==> config.mk <==
export PLATFORM = sky130hd
export DESIGN_NAME = trap_seq_controller_flat
export DESIGN_NICKNAME = d
export VERILOG_FILES = /design/src/rtl/trap_seq_controller_pkg.sv /design/src/rtl/trap_seq_controller_if.sv /design/src/rtl/trap_seq_controller_irq_prio_enc.sv /design/src/rtl/trap_seq_controller.sv /design/src/flat_wrapper.sv
export SDC_FILE = /design/constraint.sdc
export NUM_CORES = 1
export LEC_CHECK = 0
export BUFFER_PORTS_ARGS = -buffer_cell sky130_fd_sc_hd__clkbuf_2
export CAP_MARGIN = 20
export CORE_AREA = 2 2 53 55
export CTS_CLUSTER_DIAMETER = 40
export DETAILED_ROUTE_END_ITERATION = 12
export DIE_AREA = 0 0 55 57
export PLACE_DENSITY_LB_ADDON = 0.25
export SETUP_SLACK_MARGIN = 0.1
export SLEW_MARGIN = 40
export SYNTH_ARGS = -nofsm -noshare
export SYNTH_HDL_FRONTEND = slang
export SYNTH_SLANG_ARGS = --single-unit
==> constraint.sdc <==
create_clock -name clk -period 4.25 [get_ports clk]
set_input_delay 0.85 -clock clk [delete_from_list [all_inputs] [get_ports clk]]
set_output_delay 0.85 -clock clk [all_outputs]
set_load 0.01 [all_outputs]
==> src/rtl/trap_seq_controller_pkg.sv <==
// ---------------------------------------------------------------------------
// trap_seq_controller_pkg
// Shared definitions for the execute-stage sequencing / trap controller:
//   - PC_* next-PC mux encodings shared with the fetch stage
//   - FSM state encoding (IDLE / MULTI)
//   - trap cause codes and trap-vector offsets
//   - helpers for IRQ cause and vectored-mode offset
// ---------------------------------------------------------------------------
package trap_seq_controller_pkg;

    // Next-PC mux select
    localparam logic [1:0] PC_BRANCH_JUMP = 2'b00;
    localparam logic [1:0] PC_EXCEPTION   = 2'b01;
    localparam logic [1:0] PC_EPC         = 2'b10;

    typedef enum logic {
        StIdle  = 1'b0,
        StMulti = 1'b1
    } ctrl_state_e;

    // Trap cause codes (mcause encoding)
    localparam logic [4:0] CAUSE_ILLEGAL      = 5'd2;
    localparam logic [4:0] CAUSE_EBREAK       = 5'd3;
    localparam logic [4:0] CAUSE_LSU_ERR      = 5'd5;
    localparam logic [4:0] CAUSE_ACCESS_FAULT = 5'd7;
    localparam logic [4:0] CAUSE_ECALL        = 5'd11;

    // Offsets added to the 128-byte aligned trap base
    localparam logic [6:0] OFF_ECALL        = 7'h04;
    localparam logic [6:0] OFF_ILLEGAL      = 7'h08;
    localparam logic [6:0] OFF_IRQ_DIRECT   = 7'h0C;
    localparam logic [6:0] OFF_LSU_ERR      = 7'h10;
    localparam logic [6:0] OFF_TIMEOUT      = 7'h14;
    localparam logic [6:0] OFF_EBREAK       = 7'h18;
    localparam logic [6:0] OFF_IRQ_VEC_BASE = 7'h40;

    // Interrupt k reports cause 16 + k
    function automatic logic [4:0] irq_cause(input logic [3:0] idx);
        return {1'b1, idx};
    endfunction

    // Vectored mode: line k jumps to 0x40 + 4k
    function automatic logic [6:0] irq_vec_offset(input logic [3:0] idx);
        return OFF_IRQ_VEC_BASE | {1'b0, idx, 2'b00};
    endfunction

endpackage

==> src/rtl/trap_seq_controller_if.sv <==
// ---------------------------------------------------------------------------
// trap_seq_controller_if
// Bundles every controller signal except clk/rst_n.
//   slave  : controller side (decode/handshake/IRQ inputs, control outputs)
//   master : pipeline side that drives the inputs and consumes the controls
// ---------------------------------------------------------------------------
interface trap_seq_controller_if #(
    parameter int unsigned ADDR_WIDTH = 32,
    parameter int unsigned NUM_IRQ    = 4,
    parameter int unsigned CNT_WIDTH  = 4
) ();
    logic                  inst_valid_i;
    logic                  jump_inst_i;
    logic                  branch_inst_i;
    logic                  ecall_inst_i;
    logic                  ebreak_inst_i;
    logic                  mret_inst_i;
    logic                  illegal_inst_i;
    logic [NUM_IRQ-1:0]    irq_i;
    logic [NUM_IRQ-1:0]    irq_mask_i;
    logic                  irq_global_en_i;
    logic                  mm_start_i;
    logic                  mm_done_i;
    logic                  lsu_en_i;
    logic                  lsu_done_i;
    logic                  lsu_err_i;
    logic                  comp_result_i;
    logic [ADDR_WIDTH-1:0] tvec_i;
    logic                  tvec_mode_i;

    logic [CNT_WIDTH-1:0]  mc_count_o;
    logic                  rf_wen_allow_o;
    logic                  retire_o;
    logic [1:0]            pc_mux_sel_o;
    logic [ADDR_WIDTH-1:0] exc_pc_o;
    logic                  save_epc_o;
    logic [4:0]            cause_o;
    logic [NUM_IRQ-1:0]    irq_ack_o;
    logic                  target_valid_o;

    modport slave (
        input  inst_valid_i, jump_inst_i, branch_inst_i, ecall_inst_i, ebreak_inst_i,
        input  mret_inst_i, illegal_inst_i, irq_i, irq_mask_i, irq_global_en_i,
        input  mm_start_i, mm_done_i, lsu_en_i, lsu_done_i, lsu_err_i, comp_result_i,
        input  tvec_i, tvec_mode_i,
        output mc_count_o, rf_wen_allow_o, retire_o, pc_mux_sel_o, exc_pc_o,
        output save_epc_o, cause_o, irq_ack_o, target_valid_o
    );

    modport master (
        output inst_valid_i, jump_inst_i, branch_inst_i, ecall_inst_i, ebreak_inst_i,
        output mret_inst_i, illegal_inst_i, irq_i, irq_mask_i, irq_global_en_i,
        output mm_start_i, mm_done_i, lsu_en_i, lsu_done_i, lsu_err_i, comp_result_i,
        output tvec_i, tvec_mode_i,
        input  mc_count_o, rf_wen_allow_o, retire_o, pc_mux_sel_o, exc_pc_o,
        input  save_epc_o, cause_o, irq_ack_o, target_valid_o
    );

endinterface

==> src/rtl/trap_seq_controller_irq_prio_enc.sv <==
// ---------------------------------------------------------------------------
// trap_seq_controller_irq_prio_enc
// Fixed-priority interrupt encoder: the lowest-numbered pending line wins.
//   i_irq_req   : masked pending lines (irq & mie)
//   i_global_en : global enable (mstatus.MIE); 0 suppresses every line
//   o_any_valid : some line is taken
//   o_index     : index of the winning line
//   o_ack       : one-hot of the winning line
// ---------------------------------------------------------------------------
module trap_seq_controller_irq_prio_enc #(
    parameter int unsigned NUM_IRQ = 4
) (
    input  logic [NUM_IRQ-1:0] i_irq_req,
    input  logic               i_global_en,
    output logic               o_any_valid,
    output logic [3:0]         o_index,
    output logic [NUM_IRQ-1:0] o_ack
);

    always_comb begin
        o_any_valid = 1'b0;
        o_index     = '0;
        o_ack       = '0;
        if (i_global_en) begin
            // Scan high to low so the lowest set line is written last
            for (int i = int'(NUM_IRQ) - 1; i >= 0; i--) begin
                if (i_irq_req[i]) begin
                    o_any_valid = 1'b1;
                    o_index     = 4'(i);
                    o_ack       = '0;
                    o_ack[i]    = 1'b1;
                end
            end
        end
    end

endmodule

==> src/rtl/trap_seq_controller.sv <==
// ---------------------------------------------------------------------------
// trap_seq_controller
// Execute-stage sequencing and trap controller for the RV32 core.
// Two states: IDLE issues single-cycle work or takes traps, MULTI waits for
// mul/div or load/store completion (and resolves jump/branch targets).
//
// Ports:
//   clk   : clock
//   rst_n : asynchronous active-low reset
//   bus   : trap_seq_controller_if.slave -- decode flags, IRQ lines, mul/div
//           and LSU handshakes, trap base/mode in; PC mux select, trap target,
//           EPC save, cause, IRQ ack, RF write gate, retire, target valid and
//           MULTI cycle count out.
//
// Build option: define TRAP_SEQ_TIMEOUT_EN to raise an access-fault trap when
// a MULTI stall reaches MC_TIMEOUT cycles. Without it the stall is unbounded
// and the cycle count saturates.
// ---------------------------------------------------------------------------
module trap_seq_controller
    import trap_seq_controller_pkg::*;
#(
    parameter int unsigned ADDR_WIDTH = 32,
    parameter int unsigned NUM_IRQ    = 4,
    parameter int unsigned CNT_WIDTH  = 4,
    parameter int unsigned MC_TIMEOUT = 12
) (
    input  logic                 clk,
    input  logic                 rst_n,
    trap_seq_controller_if.slave bus
);

    if ((NUM_IRQ < 1) || (NUM_IRQ > 16) || (MC_TIMEOUT >= (1 << CNT_WIDTH))) begin : g_bad_param
        $error("trap_seq_controller: NUM_IRQ or MC_TIMEOUT out of range");
    end

    ctrl_state_e           r_cs;
    ctrl_state_e           w_ns;
    logic [CNT_WIDTH-1:0]  r_mc_count;
    logic [CNT_WIDTH-1:0]  w_mc_count_next;

    logic [NUM_IRQ-1:0]    w_irq_pend;
    logic                  w_irq_any;
    logic [3:0]            w_irq_idx;
    logic [NUM_IRQ-1:0]    w_irq_onehot;

    logic                  w_stall;
    logic                  w_trap;
    logic [4:0]            w_cause;
    logic [6:0]            w_offset;
    logic                  w_rf_wen;
    logic                  w_retire;
    logic [1:0]            w_pc_sel;
    logic                  w_target_valid;
    logic [NUM_IRQ-1:0]    w_irq_ack;
    logic [ADDR_WIDTH-1:0] w_base;

    assign w_irq_pend = bus.irq_i & bus.irq_mask_i;

    trap_seq_controller_irq_prio_enc #(
        .NUM_IRQ (NUM_IRQ)
    ) u_irq_prio_enc (
        .i_irq_req   (w_irq_pend),
        .i_global_en (bus.irq_global_en_i),
        .o_any_valid (w_irq_any),
        .o_index     (w_irq_idx),
        .o_ack       (w_irq_onehot)
    );

    // Trap base is tvec aligned down to 128 bytes
    assign w_base  = bus.tvec_i & ~ADDR_WIDTH'(7'h7F);

    assign w_stall = (bus.lsu_en_i & ~bus.lsu_done_i) | (bus.mm_start_i & ~bus.mm_done_i);

    always_comb begin
        w_ns           = r_cs;
        w_trap         = 1'b0;
        w_cause        = '0;
        w_offset       = '0;
        w_rf_wen       = 1'b0;
        w_retire       = bus.inst_valid_i & ~bus.illegal_inst_i;
        w_pc_sel       = PC_BRANCH_JUMP;
        w_target_valid = 1'b0;
        w_irq_ack      = '0;

        if (bus.inst_valid_i) begin
            w_rf_wen = 1'b1;
            unique case (r_cs)
                StIdle: begin
                    if (w_irq_any) begin
                        w_trap    = 1'b1;
                        w_cause   = irq_cause(w_irq_idx);
                        w_offset  = bus.tvec_mode_i ? irq_vec_offset(w_irq_idx) : OFF_IRQ_DIRECT;
                        w_irq_ack = w_irq_onehot;
                        w_retire  = 1'b0;
                    end else if (bus.lsu_en_i) begin
                        if (bus.lsu_err_i) begin
                            w_trap   = 1'b1;
                            w_cause  = CAUSE_LSU_ERR;
                            w_offset = OFF_LSU_ERR;
                        end else begin
                            w_rf_wen = 1'b0;
                            w_retire = 1'b0;
                            w_ns     = StMulti;
                        end
                    end else if (bus.mm_start_i || bus.jump_inst_i) begin
                        w_retire = 1'b0;
                        w_ns     = StMulti;
                    end else if (bus.branch_inst_i) begin
                        // Taken branch resolves its target in MULTI
                        if (bus.comp_result_i) begin
                            w_retire = 1'b0;
                            w_ns     = StMulti;
                        end
                    end else if (bus.mret_inst_i) begin
                        w_pc_sel       = PC_EPC;
                        w_target_valid = 1'b1;
                        w_rf_wen       = 1'b0;
                    end else if (bus.ecall_inst_i) begin
                        w_trap   = 1'b1;
                        w_cause  = CAUSE_ECALL;
                        w_offset = OFF_ECALL;
                    end else if (bus.illegal_inst_i) begin
                        w_trap   = 1'b1;
                        w_cause  = CAUSE_ILLEGAL;
                        w_offset = OFF_ILLEGAL;
                    end else if (bus.ebreak_inst_i) begin
                        w_trap   = 1'b1;
                        w_cause  = CAUSE_EBREAK;
                        w_offset = OFF_EBREAK;
                        w_retire = 1'b0;
                    end
                end
                StMulti: begin
                    // IRQs and lsu_err are not looked at here; done beats err
                    if (w_stall) begin
                        w_rf_wen = 1'b0;
                        w_retire = 1'b0;
`ifdef TRAP_SEQ_TIMEOUT_EN
                        if (r_mc_count == CNT_WIDTH'(MC_TIMEOUT)) begin
                            w_trap   = 1'b1;
                            w_cause  = CAUSE_ACCESS_FAULT;
                            w_offset = OFF_TIMEOUT;
                            w_ns     = StIdle;
                        end
`endif
                    end else begin
                        w_ns           = StIdle;
                        w_target_valid = bus.jump_inst_i | bus.branch_inst_i;
                    end
                end
            endcase
        end

        if (w_trap) begin
            w_pc_sel       = PC_EXCEPTION;
            w_target_valid = 1'b1;
            w_rf_wen       = 1'b0;
        end
    end

    always_comb begin
        if (w_ns == StIdle) begin
            w_mc_count_next = '0;
        end else if (&r_mc_count) begin
            w_mc_count_next = r_mc_count;
        end else begin
            w_mc_count_next = r_mc_count + 1'b1;
        end
    end

    always_ff @(posedge clk or negedge rst_n) begin
        if (!rst_n) begin
            r_cs       <= StIdle;
            r_mc_count <= '0;
        end else begin
            r_cs       <= w_ns;
            r_mc_count <= w_mc_count_next;
        end
    end

    assign bus.mc_count_o     = r_mc_count;
    assign bus.rf_wen_allow_o = w_rf_wen;
    assign bus.retire_o       = w_retire;
    assign bus.pc_mux_sel_o   = w_pc_sel;
    assign bus.exc_pc_o       = w_trap ? (w_base | ADDR_WIDTH'(w_offset)) : '0;
    assign bus.save_epc_o     = w_trap;
    assign bus.cause_o        = w_trap ? w_cause : 5'd0;
    assign bus.irq_ack_o      = w_irq_ack;
    assign bus.target_valid_o = w_target_valid;

endmodule

==> src/flat_wrapper.sv <==
// flat-port wrapper written by rule: the top's interface ports become plain ports
module trap_seq_controller_flat import trap_seq_controller_pkg::*;
#(
    parameter int unsigned ADDR_WIDTH = 32,
    parameter int unsigned NUM_IRQ    = 4,
    parameter int unsigned CNT_WIDTH  = 4,
    parameter int unsigned MC_TIMEOUT = 12
)
  (clk, rst_n, bus_inst_valid_i, bus_jump_inst_i, bus_branch_inst_i, bus_ecall_inst_i, bus_ebreak_inst_i, bus_mret_inst_i, bus_illegal_inst_i, bus_irq_i, bus_irq_mask_i, bus_irq_global_en_i, bus_mm_start_i, bus_mm_done_i, bus_lsu_en_i, bus_lsu_done_i, bus_lsu_err_i, bus_comp_result_i, bus_tvec_i, bus_tvec_mode_i, bus_mc_count_o, bus_rf_wen_allow_o, bus_retire_o, bus_pc_mux_sel_o, bus_exc_pc_o, bus_save_epc_o, bus_cause_o, bus_irq_ack_o, bus_target_valid_o);
  trap_seq_controller_if #(.ADDR_WIDTH(ADDR_WIDTH), .NUM_IRQ(NUM_IRQ), .CNT_WIDTH(CNT_WIDTH)) bus_i ();
  input  logic clk;
  input  logic rst_n;
  input wire logic [$bits(bus_i.inst_valid_i)-1:0] bus_inst_valid_i;
  input wire logic [$bits(bus_i.jump_inst_i)-1:0] bus_jump_inst_i;
  input wire logic [$bits(bus_i.branch_inst_i)-1:0] bus_branch_inst_i;
  input wire logic [$bits(bus_i.ecall_inst_i)-1:0] bus_ecall_inst_i;
  input wire logic [$bits(bus_i.ebreak_inst_i)-1:0] bus_ebreak_inst_i;
  input wire logic [$bits(bus_i.mret_inst_i)-1:0] bus_mret_inst_i;
  input wire logic [$bits(bus_i.illegal_inst_i)-1:0] bus_illegal_inst_i;
  input wire logic [$bits(bus_i.irq_i)-1:0] bus_irq_i;
  input wire logic [$bits(bus_i.irq_mask_i)-1:0] bus_irq_mask_i;
  input wire logic [$bits(bus_i.irq_global_en_i)-1:0] bus_irq_global_en_i;
  input wire logic [$bits(bus_i.mm_start_i)-1:0] bus_mm_start_i;
  input wire logic [$bits(bus_i.mm_done_i)-1:0] bus_mm_done_i;
  input wire logic [$bits(bus_i.lsu_en_i)-1:0] bus_lsu_en_i;
  input wire logic [$bits(bus_i.lsu_done_i)-1:0] bus_lsu_done_i;
  input wire logic [$bits(bus_i.lsu_err_i)-1:0] bus_lsu_err_i;
  input wire logic [$bits(bus_i.comp_result_i)-1:0] bus_comp_result_i;
  input wire logic [$bits(bus_i.tvec_i)-1:0] bus_tvec_i;
  input wire logic [$bits(bus_i.tvec_mode_i)-1:0] bus_tvec_mode_i;
  output wire logic [$bits(bus_i.mc_count_o)-1:0] bus_mc_count_o;
  output wire logic [$bits(bus_i.rf_wen_allow_o)-1:0] bus_rf_wen_allow_o;
  output wire logic [$bits(bus_i.retire_o)-1:0] bus_retire_o;
  output wire logic [$bits(bus_i.pc_mux_sel_o)-1:0] bus_pc_mux_sel_o;
  output wire logic [$bits(bus_i.exc_pc_o)-1:0] bus_exc_pc_o;
  output wire logic [$bits(bus_i.save_epc_o)-1:0] bus_save_epc_o;
  output wire logic [$bits(bus_i.cause_o)-1:0] bus_cause_o;
  output wire logic [$bits(bus_i.irq_ack_o)-1:0] bus_irq_ack_o;
  output wire logic [$bits(bus_i.target_valid_o)-1:0] bus_target_valid_o;
  assign bus_i.inst_valid_i = bus_inst_valid_i;
  assign bus_i.jump_inst_i = bus_jump_inst_i;
  assign bus_i.branch_inst_i = bus_branch_inst_i;
  assign bus_i.ecall_inst_i = bus_ecall_inst_i;
  assign bus_i.ebreak_inst_i = bus_ebreak_inst_i;
  assign bus_i.mret_inst_i = bus_mret_inst_i;
  assign bus_i.illegal_inst_i = bus_illegal_inst_i;
  assign bus_i.irq_i = bus_irq_i;
  assign bus_i.irq_mask_i = bus_irq_mask_i;
  assign bus_i.irq_global_en_i = bus_irq_global_en_i;
  assign bus_i.mm_start_i = bus_mm_start_i;
  assign bus_i.mm_done_i = bus_mm_done_i;
  assign bus_i.lsu_en_i = bus_lsu_en_i;
  assign bus_i.lsu_done_i = bus_lsu_done_i;
  assign bus_i.lsu_err_i = bus_lsu_err_i;
  assign bus_i.comp_result_i = bus_comp_result_i;
  assign bus_i.tvec_i = bus_tvec_i;
  assign bus_i.tvec_mode_i = bus_tvec_mode_i;
  assign bus_mc_count_o = bus_i.mc_count_o;
  assign bus_rf_wen_allow_o = bus_i.rf_wen_allow_o;
  assign bus_retire_o = bus_i.retire_o;
  assign bus_pc_mux_sel_o = bus_i.pc_mux_sel_o;
  assign bus_exc_pc_o = bus_i.exc_pc_o;
  assign bus_save_epc_o = bus_i.save_epc_o;
  assign bus_cause_o = bus_i.cause_o;
  assign bus_irq_ack_o = bus_i.irq_ack_o;
  assign bus_target_valid_o = bus_i.target_valid_o;
  trap_seq_controller #(.ADDR_WIDTH(ADDR_WIDTH), .NUM_IRQ(NUM_IRQ), .CNT_WIDTH(CNT_WIDTH), .MC_TIMEOUT(MC_TIMEOUT)) u_core (.clk(clk), .rst_n(rst_n), .bus(bus_i));
endmodule
Yosys cells after proc, flatten, opt, wreduce, memory -nomap -nowiden
Index checks and enable logic that the tools add are counted.
- equality and inequality tests: 1
- $add $sub $neg: 1
- reduce and logical (&&, ||, !) cells: 2
- mux-type cells: 104
- bitwise gates (word level): 11
- operators with widths (operator ; number):
    7-bit 2-to-1 mux ; 10
    5-bit 2-to-1 mux ; 12
    4-bit 2-to-1 mux ; 14
    1-bit 2-to-1 mux ; 52
    32-bit 2-to-1 mux ; 1
    32-bit by 7-bit OR with 32-bit output ; 1
    2-bit 2-to-1 mux ; 10
    1-bit case mux with 2 select lines ; 4
    4-bit by 1-bit adder with 4-bit output, second input constant ; 1
    4-bit bitwise AND ; 1
    1-bit NOT ; 4
    4-bit AND reduction ; 1
    1-bit bitwise AND ; 3
    3-bit 2-to-1 mux ; 1
    2-bit != test, second input constant ; 1
    1-bit OR ; 2
    1-bit logical OR ; 1
- flip-flop bits (word level): 5

Depth between registers and ports, before layout
- depth after elaboration: 12
- gate-level depth with buffers: 5
- gate-level depth less buffers: 4

Modules after synthesis
Synthesis repeated with hierarchy kept, for this count alone.
- cells, all modules: 133
- area total of the unflattened synthesis: 912.1 um^2
- by module, submodules not included (module ; sequential area each (um^2) ; area each (um^2) ; times used ; cells each):
    trap_seq_controller ; 125.1 ; 820.8 ; 1 ; 117
    trap_seq_controller_irq_prio_enc ; 0.0 ; 91.3 ; 1 ; 16

Worst setup path before layout
OpenSTA, ideal clock, no wires.
- kind: input to output
- start point: in bus_lsu_en_i
- end point: out bus_exc_pc_o[22]
- setup slack: 1.459 ns
- data arrival time: 1.941 ns
- stages: 5
- required time: 3.400 ns
- path through: nor4_4 > o311ai_2 > a31oi_4 > buf_6 > and2_2
- word-level cells in the longest chain between the ends: 5
- RTL lines (element ; RTL line ; source):
    start, declared ; flat_wrapper.sv:25 ; input wire logic [$bits(bus_i.lsu_en_i)-1:0] bus_lsu_en_i;
    1-bit 2-to-1 mux ; trap_seq_controller.sv:95 ; end else if (bus.lsu_en_i) begin
    1-bit 2-to-1 mux ; trap_seq_controller.sv:89 ; if (w_irq_any) begin
    1-bit 2-to-1 mux ; trap_seq_controller.sv:87 ; unique case (r_cs)
    1-bit 2-to-1 mux ; trap_seq_controller.sv:85 ; if (bus.inst_valid_i) begin
    net bus_save_epc_o ; flat_wrapper.sv:36 ; output wire logic [$bits(bus_i.save_epc_o)-1:0] bus_save_epc_o;
    32-bit 2-to-1 mux ; trap_seq_controller.sv:185 ; assign bus.exc_pc_o = w_trap ? (w_base | ADDR_WIDTH'(w_offset)) : '0;
    end, declared ; flat_wrapper.sv:35 ; output wire logic [$bits(bus_i.exc_pc_o)-1:0] bus_exc_pc_o;
The timed path passes the listed nets, and every way through them passes these cells.

Worst setup path after layout
- start point: in bus_lsu_en_i
- end point: out bus_exc_pc_o[3]
- word-level cells in the longest chain between the ends: 6
- elaborated cells between the ends (all ways): 10
- classes of those cells: mux (9); bitwise (1)
- RTL lines (element ; RTL line):
    7-bit 2-to-1 mux ; trap_seq_controller.sv:95
    7-bit 2-to-1 mux ; trap_seq_controller.sv:89
    7-bit 2-to-1 mux ; trap_seq_controller.sv:87
    7-bit 2-to-1 mux ; trap_seq_controller.sv:85
    32-bit by 7-bit OR with 32-bit output ; trap_seq_controller.sv:185
    32-bit 2-to-1 mux (*) ; trap_seq_controller.sv:185
Every way passes the cells marked *; elsewhere a longest branch is shown, timed or not.

==> flow_summary.json <==
{
  "status": "complete, no violations",
  "io_pins": 108,
  "drv_slew": 0,
  "drt_wl_total_um": 2742,
  "cts_root_buf": "clkbuf_4",
  "holdBufCountCts": 0,
  "cts_tree": "done",
  "synth_top_area_cell": "and2_2",
  "dr.pass1.iters": 4,
  "antenna_found_initial": 0,
  "finalNetCount": 272,
  "via_per_inst": 4.766,
  "vdd_drop_max_uv": 216.6,
  "clk_latency_ps": 240,
  "setup_violations": 0,
  "intPower_uw": 161.9,
  "synth_area_um2": 854.6,
  "synth_edf_count": 0,
  "fin_skew_ps": 1.931,
  "critPathKind": "input port to output pin",
  "synthFlopType": "dfrtp_1",
  "netlist_instances": 116,
  "worstPathArrival_ps": 2470,
  "die_w_um": 55,
  "fin_crit_ps": 3316,
  "p_comb_frac": 0.557,
  "avgSynthCellArea_um2": 7.367,
  "area_growth_pct": 59.15,
  "power.switching_uw": 115.3,
  "finalCritPeriodShare": 0.7803,
  "routedWlPerCell_um": 11.24,
  "crit_fanout": 29,
  "grtUsageTotal": 0.1673,
  "clock_path_buffers": 2,
  "cp-start-kind": "input port",
  "die_h_um": 57,
  "async_reset_ff_frac": 1.000,
  "seqPwrFrac": 0.242,
  "cts_max_level": 1,
  "diodes": 0,
  "die_area_mm2": 0.003135,
  "core_area_mm2": 0.002615,
  "first_iter_violations": 12,
  "swShare": 0.4159,
  "postCtsSetupRepairBufs": 0,
  "leakage_uw": 0.0007729,
  "yosysUniqueCellTypes": 36,
  "end_kind": "output pin",
  "cts_sinks": 5,
  "grt_max_degree": 30,
  "yosysWarnings": 0,
  "place.gp.congestion": 0.8820,
  "gr-total-overflow": 0,
  "synth-seq-cells": 5,
  "cp.required_ps": 3400,
  "p_clk_frac": 0.201,
  "cap_violations": 0,
  "drc": 0,
  "cts.clk_slew.worst_paths_ps": 50,
  "synthDominantCellAreaShare": 0.1493,
  "seq_area_frac_synth": 0.1464,
  "rows": 19,
  "grt_pass1_vias": 969,
  "max_freq_mhz": 301.5,
  "synth_area_leaders": "and2_2 15%, dfrtp_1 15%, and2_1 8.1%",
  "hold_class": "input port to async pin",
  "synthTopCellsByCount": "17 x and2_2, 17 x nor2_1, 11 x and2_1, 11 x nand2_1, 7 x nand3_1",
  "ant_nets": 0,
  "final_cells": 244,
  "layout-drive-gt1-share": 0.5728,
  "dp_cells": 240,
  "worst_pin_slew_ps": 520.8,
  "p_per_area_mw_per_mm2": 203.8,
  "num_vias": 1163,
  "port_buffers": 97,
  "post_cts_resized": 0,
  "fin_tns_setup_ps": 0,
  "grt_pass1_wl_um": 3953,
  "rsz0062_at_grt": "no",
  "place_hpwl_um": 2409,
  "hold_viol": 0,
  "relSlewSlack": 0.6528,
  "start_util": 0.3268,
  "cts_inserted_buffers": 3
}
==> worst paths after layout <==
path | depth (start not counted) | start | slack, ps | endpoint
worst max-delay path | 6 | bus_lsu_en_i | 930 | bus_exc_pc_o[3]
worst min-delay path | 1 | rst_n | 420 | u_core.bus.mc_count_o[1]
worst max register to register | 3 | u_core.r_cs | 3040 | u_core.bus.mc_count_o[3]
worst min register to register | 2 | u_core.bus.mc_count_o[1] | 600 | u_core.bus.mc_count_o[1]
max in group asynchronous | 1 | rst_n | 3690 | u_core.r_cs
min in group clk | 2 | u_core.bus.mc_count_o[1] | 600 | u_core.bus.mc_count_o[1]
==> power by group through the flow <==
| stage | clock network (uW) | logic [uW] | registers, uW |
|---|---|---|---|
| final | 55.7 | 155 | 67.0 |
| after CTS | 57.9 | 156 | 67.0 |
| after detailed placement | 0 | 156 | 67.6 |
| after global routing | 61.1 | 173 | 68.4 |
| after floorplan | 0 | 89.7 | 69.1 |
| after global placement | 0 | 155 | 67.6 |
==> layout make-up <==
cell class / instances / area (um2)
fill: 271 / 1255
multi-input combinational: 105 / 676.9
timing repair buffer: 97 / 485.5
sequential: 5 / 125.1
tap: 31 / 38.79
clock buffer: 4 / 26.28
inverter: 2 / 7.507
==> logic make-up after synthesis <==
logic type               synth area share
multiplexers                      0.01171
AO/OA/AOI/OAI                      0.2123
XOR/XNOR                          0.01025
other                            0.004388
AND/OR/NAND/NOR                    0.5300
adder cells (fa/ha/maj)           0.01464
flip-flops                         0.1464
buffers and inverters             0.07028
==> routing by layer <==
layer	vias up	global-route usage	wire length, um
li1	594	-	-
met3	0	0.03665	324
met1	508	0.1759	1027
met2	61	0.3197	1390
met4	0	0.04181	0
met5	-	0	0
==> sequential cells by signal, summed over array words and instances (netlist names) <==
| name | cells |
|---|---|
| u_core.bus.mc_count_o | 4 |
| u_core.r_cs | 1 |
==> worst max-delay path: stages <==
cell and delay, ps:
clkbuf_2 130, nor4_4 380, o311ai_2 220, a31oi_4 470, and3b_2 280, clkbuf_2 130
==> placed cells by master (no fill, tap or decap), types with 2 or more instances in the layout <==
master | synthesis | final
nor3_1 | 5 | 5
dfrtp_1 | 5 | 5
and2_1 | 11 | 11
a22o_1 | 2 | 2
nor2b_1 | 2 | 2
nand3_1 | 7 | 7
clkbuf_4 | 0 | 3
nand2b_1 | 2 | 2
conb_1 | 1 | 3
nor2_1 | 17 | 17
inv_1 | 2 | 2
and2_2 | 17 | 17
nand2_1 | 11 | 11
a221oi_1 | 2 | 2
nor3b_1 | 2 | 2
a21oi_1 | 4 | 4
nand4_1 | 2 | 2
clkbuf_2 | 0 | 97
==> through the flow <==
step	setup WS, ps	util	hold WS (ps)	cell area [um2]	total power, uW
after floorplan	1459	-	550.4	862.1	158.8
after detailed placement	899.4	0.5100	589.8	1334	223.4
after global placement	912.2	0.5100	594.6	1334	222.6
final	933.5	0.5201	417.2	1360	277.2
after global routing	736.1	0.5201	418.4	1360	302.6
after CTS	899.7	0.5201	411.3	1360	281.4
(Power assumes the default switching activity.)
